## src/rtl/mac_tile_dual.sv

```systemverilog
// mac_tile_dual: one systolic MAC tile that runs either weight-stationary or output-stationary dataflow.
//   clk, reset     clock and synchronous active-high reset
//   mode           0 = weight-stationary, 1 = output-stationary
//   in_w / out_e   activation (or weight during a WS load) from the west, registered copy to the east
//   inst_w / inst_e instruction {flush, execute, load} from the west, registered copy to the east
//   in_n / out_s   WS: psum in and out; OS: weight in and weight passed south, or flushed result out
module mac_tile_dual #(
    parameter int BW      = 4,
    parameter int PSUM_BW = 16,
    parameter bit SAT     = 1'b0
) (
    input  logic               clk,
    input  logic               reset,
    input  logic               mode,
    input  logic [BW-1:0]      in_w,
    output logic [BW-1:0]      out_e,
    input  logic [2:0]         inst_w,
    output logic [2:0]         inst_e,
    input  logic [PSUM_BW-1:0] in_n,
    output logic [PSUM_BW-1:0] out_s
);
    logic               mode_q, loaded, loaded_d;
    logic [BW-1:0]      w_q, w_d, out_e_d;
    logic [PSUM_BW-1:0] acc, acc_d, out_s_d;
    logic [2:0]         inst_e_d;
    logic               flush, exec, load;

    // Activation is unsigned, weight is signed; the product always fits in PSUM_BW,
    // so a modulo-2^PSUM_BW multiply of the extended operands is exact.
    function automatic logic [PSUM_BW-1:0] prod(input logic [BW-1:0] a, input logic [BW-1:0] b);
        logic [PSUM_BW-1:0] ax, bx;
        ax = {{(PSUM_BW-BW){1'b0}}, a};
        bx = {{(PSUM_BW-BW){b[BW-1]}}, b};
        return ax * bx;
    endfunction

    // One extra bit exposes signed overflow; SAT clamps, otherwise it wraps.
    function automatic logic [PSUM_BW-1:0] add(input logic [PSUM_BW-1:0] x, input logic [PSUM_BW-1:0] y);
        logic [PSUM_BW:0] s;
        s = {x[PSUM_BW-1], x} + {y[PSUM_BW-1], y};
        if (SAT && (s[PSUM_BW] != s[PSUM_BW-1]))
            return s[PSUM_BW] ? {1'b1, {(PSUM_BW-1){1'b0}}} : {1'b0, {(PSUM_BW-1){1'b1}}};
        return s[PSUM_BW-1:0];
    endfunction

    assign flush = inst_w[2];
    assign exec  = inst_w[1] & ~inst_w[2];
    assign load  = inst_w[0] & ~inst_w[1] & ~inst_w[2];

    always_comb begin
        out_e_d  = out_e;
        out_s_d  = out_s;
        inst_e_d = 3'b000;
        acc_d    = acc;
        w_d      = w_q;
        loaded_d = loaded;
        if (mode != mode_q) begin
            // A dataflow switch discards tile state and swallows this cycle's instruction.
            acc_d    = '0;
            loaded_d = 1'b0;
        end else if (flush) begin
            // OS: acc shifts down the column, so R tiles drain in R cycles, bottom first.
            inst_e_d = inst_w;
            out_s_d  = mode ? acc : in_n;
            acc_d    = mode ? in_n : acc;
        end else if (exec) begin
            inst_e_d = inst_w;
            out_e_d  = in_w;
            out_s_d  = mode ? {{(PSUM_BW-BW){in_n[BW-1]}}, in_n[BW-1:0]} : add(in_n, prod(in_w, w_q));
            acc_d    = mode ? add(acc, prod(in_w, in_n[BW-1:0])) : acc;
        end else if (load) begin
            // The first WS load cycle keeps the weight here; later ones forward it east.
            inst_e_d = {2'b00, mode | loaded};
            out_e_d  = (mode | loaded) ? in_w : out_e;
            w_d      = (mode | loaded) ? w_q : in_w;
            loaded_d = loaded | ~mode;
        end
    end

    always_ff @(posedge clk) begin
        if (reset) begin
            mode_q <= 1'b0;
            loaded <= 1'b0;
            w_q    <= '0;
            acc    <= '0;
            out_e  <= '0;
            out_s  <= '0;
            inst_e <= '0;
        end else begin
            mode_q <= mode;
            loaded <= loaded_d;
            w_q    <= w_d;
            acc    <= acc_d;
            out_e  <= out_e_d;
            out_s  <= out_s_d;
            inst_e <= inst_e_d;
        end
    end
endmodule
```

## config.mk

```make
export PLATFORM = sky130hd
export DESIGN_NAME = mac_tile_dual
export DESIGN_NICKNAME = d
export VERILOG_FILES = /design/src/rtl/mac_tile_dual.sv
export SDC_FILE = /design/constraint.sdc
export NUM_CORES = 1
export LEC_CHECK = 0
export ABC_AREA = 1
export CAP_MARGIN = 25
export CORE_AREA = 8 8 111 113
export DETAILED_ROUTE_END_ITERATION = 6
export DIE_AREA = 0 0 119 121
export DONT_BUFFER_PORTS = 1
export PLACE_DENSITY = 0.67
export SLEW_MARGIN = 20
export SYNTH_ARGS = -nofsm -noshare
export SYNTH_HDL_FRONTEND = slang
export SYNTH_SLANG_ARGS = --single-unit
```

## constraint.sdc

```tcl
create_clock -name clk -period 4.3 [get_ports clk]
set_input_delay 0.86 -clock clk [delete_from_list [all_inputs] [get_ports clk]]
set_output_delay 0.86 -clock clk [all_outputs]
set_load 0.02 [all_outputs]
```

==> flow_metrics.tcl, run 1 <==
set metrics [dict create \
    synth_area_um2 5199 \
    cts.repair.resized 0 \
    num_vias 4660 \
    critPathBufInv 2 \
    r2r_start "w_q[3]" \
    critPathKind "in -> reg" \
    place_ws_ns 0.2311 \
    viasPerCell 5.277 \
    die_h_um 121 \
    clkTransAtPathRegs_ns 0.09 \
    cts_hold_buf 0 \
    critPathLaunch "in_w[0]" \
    drt_iter0_drc 228 \
    worstHoldPathType "reg -> reg" \
    routed-wl-met3_um 520 \
    drive_gt1_share_pct 5.384 \
    syn_to_final_growth_pct 1.564 \
    timing.hold.ws_ns 0.4661 \
    rsz0062_at_grt "false" \
    r2r_cells 20 \
    clockBufferDepth 2 \
    cts_setup_buffers 0 \
    cts_tree "done" \
    finalClockSkew_ns 0.008573 \
    start_kind "input port" \
    ant_nets 0 \
    yosysSeqAreaShare_pct 17.33 \
    ir_drop_mv 0.1286 \
    core_area_um2 10600 \
    synth.distinct_cells 35 \
    h-tree-depth 2 \
    slew_viol_final 0 \
    cts.sinks 45 \
    grt-ovfl-total 0 \
    start_util_pct 49.03 \
    setup_viol_count_final 0 \
    drt-met1-wl_mm 5.858 \
    cts_made_buffers 5 \
    hold_end "loaded" \
    synth_nets 885 \
    crit_cells 15 \
    drc 0 \
    cap_violations 0 \
    fmax_mhz 267.9 \
    cpMaxStageDelayCell "fa_1" \
    io_buffers 0 \
    insertion_delay_ns 0.31 \
    min_from "loaded" \
    wire_per_inst_um 14.30 \
    die_w_um 119 \
    crit_path_cell_trace "inv_1 > nand2_1 > fa_1 > fa_1 > fa_1 > fa_1 > inv_1 > nand3_1 > nand3_1 > nand2_1 > nand4_1 > nand2_1 > o21ai_1 > nand2_1 > a21oi_1" \
    io_pins 49 \
    status "complete, no violations" \
    relSlewSlack_pct 48.94 \
    critPathArrivalTime_ns 3.98 \
    finalPower_mw 1.201 \
    grt_pass1_wl_mm 20.65 \
    rows 38 \
    setup_tns_ns 0 \
    wl_met2_mm 6.040 \
    place.gp.congestion 0.8602 \
    worst-path-max-fanout 8 \
    min_period_over_period_pct 86.81 \
    worst_ep_required_time_ns 4.54 \
    antenna_cells 0 \
    grt_antenna_before_repair 0 \
    grtUsageTotal_pct 17.34 \
    rrSetupSlack_ns 0.59 \
    reg2reg_to "out_s[11]" \
    path_delay_family "adder cells" \
    synth_seq_cells 45 \
    avgSynthCellArea_um2 6.849 \
    grt_max_degree 41 \
    syn_inst 759 \
    grt_pass1_vias 4241 \
    endpoint_kind "flip-flop" \
    drt_first_pass_iters 5 \
    hpwl_mm 10.07 \
    die_area_um2 14400 \
    p_leak_nw 2.857 \
    p_per_area_nw_per_um2 227.5 \
    drt-total-wl_mm 12.62 \
    fin_crit_ns 3.733 \
    crit_path_max_incr_delay_ns 0.53 \
    hold_depth 2 \
    dr.max_layer_used "met4" \
    hold_violations 0 \
    cts_root_buf "clkbuf_8" \
    timing.final.ws_setup_ns 0.5671 \
    nets 868 \
    yosys_warnings 0 \
    worstMarginPinSlew_ns 0.7647 \
]
==> cells in the mapped netlist, drive strengths merged <==
library cell | count | area share [%]
inv | 132 | 9.5
xnor2 | 6 | 1.0
a31oi | 9 | 1.1
o21bai | 1 | 0.14
dfxtp | 45 | 17
xor2 | 7 | 1.2
nand3b | 2 | 0.29
nand3 | 32 | 3.3
buf | 16 | 2.5
nand2 | 167 | 13
a21oi | 69 | 7.1
ha | 78 | 19
o21ai | 70 | 6.7
fa | 22 | 8.5
or2 | 1 | 0.12
nand4 | 10 | 1.2
nor3 | 2 | 0.41
clkbuf | 9 | 1.0
nor2 | 77 | 6.4
o21a | 2 | 0.29
a211oi | 1 | 0.14
a221oi | 1 | 0.29
==> stage by stage <==
| step | utilization [%] | cells | area, µm² |
|---|---|---|---|
| after global placement | 49.01 | 875 | 5196 |
| final | 49.80 | 883 | 5280 |
| after floorplan | - | 759 | 5199 |
| after CTS | 49.80 | 883 | 5280 |
| after detailed placement | 49.01 | 875 | 5196 |
| after global routing | 49.80 | 883 | 5280 |
==> cells by family after synthesis <==
group           Yosys count  share of synthesized area [%]
compound gates          153                          15.76
xor+xnor                 13                          2.190
fa+ha+maj               100                          27.24
buf+inv                 157                          13.09
flops                    45                          17.33
simple gates            291                          24.38
==> worst reg2reg max path, cell delays in order (launching register included) <==
cell	delay (ns)
dfxtp_1	0.32
buf_4	0.18
inv_1	0.16
nor2_1	0.09
fa_1	0.50
fa_1	0.51
inv_1	0.05
fa_1	0.53
inv_1	0.04
ha_1	0.34
inv_1	0.09
nand2_1	0.05
nand3_1	0.09
nand2_2	0.09
nand2_1	0.09
nand2_1	0.05
nand2_1	0.05
nand3_1	0.09
nand2_1	0.10
nand2_1	0.07
a21oi_1	0.15
==> cell type report <==
| cell class | count | area (µm²) |
|---|---|---|
| Tap cell | 140 | 175.2 |
| Sequential cell | 45 | 900.9 |
| Timing Repair Buffer | 1 | 7.507 |
| Inverter | 132 | 495.5 |
| Clock buffer | 7 | 76.32 |
| Multi-Input combinational cell | 557 | 3617 |
| Fill cell | 1075 | 5323 |
| Clock inverter | 1 | 7.507 |
==> flip-flops by register name, indices dropped and copies added (netlist names) <==
name,count
w_q,4
mode_q,1
inst_e,3
out_s,16
loaded,1
acc,16
out_e,4
==> power breakdown <==
group	switching, mW	total (mW)	leakage [nW]	internal (mW)
clock network	0.154	0.269	0.0385	0.115
logic	0.275	0.439	2.45	0.164
registers	0.0473	0.493	0.370	0.446
total	0.477	1.20	2.86	0.725
==> placed cells by master, fill, tap and decap left out, types with 2 or more instances in the layout <==
cell      instances
nor2_4            3
o21ai_1          11
nand3_1          30
nand3b_1          2
o21ai_0          59
nor2_2            2
xnor2_1           6
inv_1           125
fa_1             22
inv_2             7
nand4_1          10
nor2_1           71
a21oi_2           6
nand3_2           2
clkbuf_8          5
nand2_2           7
nand2_4           2
a21oi_1          63
nand2_1         158
ha_1             78
clkbuf_1          2
dfxtp_1          45
o21a_1            2
a31oi_1           9
xor2_1            7
==> worst max path at each step <==
stage / to / slack (ns)
6_report: out_s[10] / 0.57
2_1_floorplan: out_s[10] / 0.33
3_3_place_gp: out_s[10] / 0.32
3_5_place_dp: out_s[10] / 0.23
4_1_cts: out_s[10] / 0.56
5_1_grt: out_s[13] / 0.27
==> routing by layer <==
metal / vias to the layer above / track usage (%)
met4: 0 / 5.455
met2: 79 / 29.89
li1: 2405 / -
met3: 12 / 1.954
met5: - / 0
met1: 2164 / 22.18
Note: power is estimated with default switching activity, not from simulation.
==> run 2: changes to the inputs <==
--- a/config.mk
+++ b/config.mk
@@ -7,12 +7,12 @@
 export LEC_CHECK = 0
 export ABC_AREA = 1
 export CAP_MARGIN = 25
-export CORE_AREA = 8 8 111 113
+export CORE_AREA = 8 8 154 84
 export DETAILED_ROUTE_END_ITERATION = 6
-export DIE_AREA = 0 0 119 121
+export DIE_AREA = 0 0 162 92
 export DONT_BUFFER_PORTS = 1
 export PLACE_DENSITY = 0.67
-export SLEW_MARGIN = 20
+export SLEW_MARGIN = 25
 export SYNTH_ARGS = -nofsm -noshare
 export SYNTH_HDL_FRONTEND = slang
 export SYNTH_SLANG_ARGS = --single-unit
==> flow_metrics.tcl, run 2 (synthesized netlist as in run 1, its figures left out) <==
set metrics [dict create \
    cts_tree "done" \
    worst_ep_required_time_ns 4.52 \
    relSlewSlack_pct 50.74 \
    final_common_cell "nand2_1" \
    place.gp.congestion 0.8815 \
    grt-ovfl-total 0 \
    cts_setup_buffers 0 \
    clockBufferDepth 2 \
    h-tree-depth 2 \
    finalClockSkew_ns 0.006362 \
    grtUsageTotal_pct 19.14 \
    viasPerCell 5.363 \
    cts.repair.resized 0 \
    syn_to_final_growth_pct 2.888 \
    clkTransAtPathRegs_ns 0.07 \
    drc 0 \
    drt_iter0_drc 500 \
    rsz0062_at_grt "false" \
    slew_viol_final 0 \
    cts_hold_buf 0 \
    worstMarginPinSlew_ns 0.7378 \
    core_area_um2 10680 \
    wire_per_inst_um 15.79 \
    timing.final.ws_setup_ns 0.5249 \
    fill_cells 1098 \
    status "complete, no violations" \
    io_buffers 0 \
    drt-total-wl_mm 14.02 \
    hold_depth 2 \
    fin_crit_ns 3.775 \
    worst-path-max-fanout 8 \
    die_area_um2 14900 \
    p_leak_nw 2.889 \
    rrSetupSlack_ns 0.77 \
    setup_viol_count_final 0 \
    place_ws_ns 0.2438 \
    cap_violations 0 \
    endpoint_kind "flip-flop" \
    mostFrequentLayoutCells "158 x nand2_1, 125 x inv_1, 78 x ha_1" \
    insertion_delay_ns 0.29 \
    grt_pass1_vias 4504 \
    io_pins 49 \
    cts.sinks 45 \
    antenna_cells 0 \
    fmax_mhz 264.9 \
    drt_first_pass_iters 5 \
    grt_max_degree 41 \
    r2r_cells 14 \
    start_util_pct 48.70 \
    ant_nets 0 \
    critPathKind "in -> reg" \
    start_kind "input port" \
    drive_gt1_share_pct 5.653 \
    grt_pass1_wl_mm 23.43 \
    worstHoldPathType "reg -> reg" \
    die_w_um 162 \
    cts_root_buf "clkbuf_16" \
    min_period_over_period_pct 87.79 \
    hpwl_mm 11.44 \
    r2r_start "w_q[2]" \
    reg.largest.list "acc (16), out_s (16)" \
    grt_antenna_before_repair 0 \
    critPathArrivalTime_ns 3.99 \
    p_per_area_nw_per_um2 250.5 \
    num_vias 4762 \
    die_h_um 92 \
    ir_drop_mv 0.1481 \
    nets 868 \
    critPathLaunch "in_w[0]" \
    min_from "loaded" \
    cts_made_buffers 5 \
    setup_tns_ns 0 \
    hold_violations 0 \
    rows 27 \
]
==> run 2: cell types whose count changed in the layout (fill, tap and decap cells not counted) <==
cell       change
inv_6          +1
clkinv_2       +1
clkbuf_8       -5
clkbuf_16      +5
clkbuf_1       -2
==> run 2: final timing paths <==
check | end
max | out_s[10]
min | loaded
max reg2reg | out_s[10]
min reg2reg | loaded
==> run 2: layout make-up <==
class                      count  area (µm²)  share of cell area, %
tap                          145       181.4                  3.392
clock inverter                 3       21.27                 0.3977
multi-input combinational    557        3617                  67.63
inverter                     132       495.5                  9.263
timing repair buffer           1       7.507                 0.1404
sequential                    45       900.9                  16.84
clock buffer                   5       125.1                  2.339
==> run 2: stage by stage <==
stage | area [µm²] | hold slack (ns) | instances | utilization, % | power (mW)
final | 5349 | 0.4793 | 888 | 50.11 | 1.340
after global routing | 5349 | 0.4880 | 888 | 50.11 | 1.440
after CTS | 5349 | 0.4743 | 888 | 50.11 | 1.345
after detailed placement | 5202 | 0.4640 | 880 | 48.73 | 0.9547
after global placement | 5202 | 0.4499 | 880 | 48.73 | 0.9410
after floorplan | 5199 | 0.4404 | 759 | - | 0.8693
==> run 2: critical path, cell delays in order <==
cell and delay, ns:
inv_1 0.08, nand2_1 0.08, fa_1 0.52, fa_1 0.53
fa_1 0.54, fa_1 0.44, inv_1 0.13, nand3_1 0.09
nand3_1 0.13, nand2_1 0.09, nand4_1 0.08, nand2_1 0.05
o21ai_1 0.15, nand2_1 0.07, a21oi_1 0.15
==> run 2: power breakdown <==
group / total [mW] / leakage (nW) / switching [mW] / internal, mW
Sequential: 0.494 / 0.370 / 0.0485 / 0.446
Combinational: 0.457 / 2.45 / 0.290 / 0.167
Clock: 0.389 / 0.0702 / 0.172 / 0.216
==> run 2: layer usage <==
metal	share of wire, %	up-vias	wire, µm	global-route usage [%]
met5	0	-	0	0
met4	0.73	0	102	2.910
met3	7.8	10	1087	3.301
met2	41	154	5776	28.53
met1	50	2191	7054	28.53
li1	-	2407	-	-
==> run 3: changes to the inputs <==
--- a/config.mk
+++ b/config.mk
@@ -12,6 +12,7 @@
 export DIE_AREA = 0 0 162 92
 export DONT_BUFFER_PORTS = 1
 export PLACE_DENSITY = 0.67
+export RECOVER_POWER = 50
 export SLEW_MARGIN = 25
 export SYNTH_ARGS = -nofsm -noshare
 export SYNTH_HDL_FRONTEND = slang
==> flow_metrics.tcl, run 3 (synthesized netlist as in run 1, its figures left out) <==
set metrics [dict create \
    nets 868 \
    p_per_area_nw_per_um2 251.1 \
    cap_violations 0 \
    relSlewSlack_pct 6.463 \
    worst_ep_required_time_ns 4.46 \
    drt-total-wl_mm 14.02 \
    cts.repair.resized 0 \
    internal_power_mw 0.8275 \
    critPathKind "in -> reg" \
    critPathArrivalTime_ns 3.96 \
    start_util_pct 48.70 \
    mostFrequentLayoutCells "160 x nand2_1, 127 x inv_1, 78 x ha_1" \
    clkTransAtPathRegs_ns 0.07 \
    drc 0 \
    grt-ovfl-total 0 \
    worst-path-max-fanout 14 \
    switchingPower_mw 0.5074 \
    place.gp.congestion 0.8815 \
    crit_path_cell_trace "inv_1 > nor2_1 > fa_1 > fa_1 > inv_1 > fa_1 > inv_1 > ha_1 > a21oi_1 > nand2_2 > nand2_2 > nand2_4 > nand3_2 > nand2_1 > nand2_1 > nand3_1 > nand2_1 > a21oi_1" \
    grt_max_degree 41 \
    hpwl_mm 11.44 \
    cts_hold_buf 0 \
    setup_viol_count_final 0 \
    num_vias 4788 \
    h-tree-depth 2 \
    fmax_mhz 262.7 \
    drive_gt1_share_pct 4.845 \
    timing.final.ws_setup_ns 0.4937 \
    crit_path_max_incr_delay_ns 0.49 \
    io_buffers 0 \
    drt_first_pass_iters 5 \
    die_area_um2 14900 \
    reg.largest.list "acc (16), out_s (16)" \
    worstHoldPathType "reg -> reg" \
    grt_pass1_vias 4504 \
    die_h_um 92 \
    clockBufferDepth 2 \
    fin_crit_ns 3.806 \
    finalClockSkew_ns 0.008155 \
    p_leak_nw 2.880 \
    min_period_over_period_pct 88.52 \
    wire_per_inst_um 15.78 \
    slew_viol_final 0 \
    clkPwrFrac_pct 29.0 \
    hold_violations 0 \
    cts_made_buffers 5 \
    worstMarginPinSlew_ns 1.398 \
    cts.sinks 45 \
    setup_tns_ns 0 \
    start_kind "input port" \
    final_common_cell "nand2_1" \
    ir_drop_mv 0.1470 \
    io_pins 49 \
    pwr-share-seq_pct 37.0 \
    multi_input_area_um2 3583 \
    cts_tree "done" \
    grtUsageTotal_pct 19.14 \
    viasPerCell 5.392 \
    rows 27 \
    insertion_delay_ns 0.29 \
    grt_antenna_before_repair 0 \
    fill_cells 1105 \
    switching_share_pct 38.01 \
    syn_to_final_growth_pct 2.238 \
    drt_iter0_drc 460 \
    cpMaxStageDelayCell "fa_1" \
    cts_root_buf "clkbuf_16" \
    combPwrFrac_pct 33.9 \
    cts_setup_buffers 0 \
    status "complete, no violations" \
    die_w_um 162 \
    regArea_um2 900.9 \
    core_area_um2 10680 \
    place_ws_ns 0.2438 \
    ant_nets 0 \
    endpoint_kind "flip-flop" \
    grt_pass1_wl_mm 23.43 \
    rsz0062_at_grt "false" \
    antenna_cells 0 \
]
-- run 3: cell count changes in the layout (fill, tap and decap cells not counted), moves of 2 or more --
| cell | change |
|---|---|
| nor2_1 | +2 |
| nand2_1 | +2 |
| inv_1 | +2 |
| inv_2 | -2 |
-- run 3: layout make-up --
class,count,area share (%)
clock buffers,5,2.354
repair buffers,1,0.1412
inverters,132,9.322
flip-flops and latches,45,16.95
multi-input cells,557,67.42
clock inverters,3,0.4002
well taps,145,3.413
-- run 3: stage by stage --
stage	area, µm²	hold WS [ns]	std cells	util [%]	power [mW]
after floorplan	5199	0.4404	759	-	0.8693
after global placement	5202	0.4499	880	48.73	0.9410
after detailed placement	5202	0.4640	880	48.73	0.9547
after CTS	5349	0.4743	888	50.11	1.345
after global routing	5315	0.4880	888	49.79	1.436
final	5315	0.4797	888	49.79	1.335
-- run 3: path summary, 6_finish.rpt --
kind / startpoint / end / slack [ns] / cells after the start
worst max-delay path: in_n[3] / acc[11] / 0.49 / 18
worst min-delay path: loaded / loaded / 0.48 / 2
worst max register to register: w_q[2] / out_s[10] / 0.74 / 14
worst min register to register: loaded / loaded / 0.48 / 2
-- run 3: routing by layer --
metal	GRT usage, %	vias to the layer above	routed length (µm)
li1	-	2408	-
met1	28.53	2207	7064
met2	28.53	163	5745
met3	3.301	10	1103
met4	2.910	0	102
met5	0	-	0
-- run 3: worst max-delay path, delay by kind of cell --
family,cells,cell delay (ns)
buffers and inverters,3,0.28
adders and majority gates,4,1.80
and+or+nand+nor,9,0.77
AOI/OAI and AO/OA,2,0.26
-- run 3: power groups by stage --
stage          combinational [mW]  clock (mW)  sequential (mW)
5_1_grt                     0.525       0.413            0.498
2_1_floorplan               0.376           0            0.493
6_report                    0.453       0.388            0.495
4_1_cts                     0.455       0.395            0.495
3_5_place_dp                0.451           0            0.504
3_3_place_gp                0.437           0            0.504
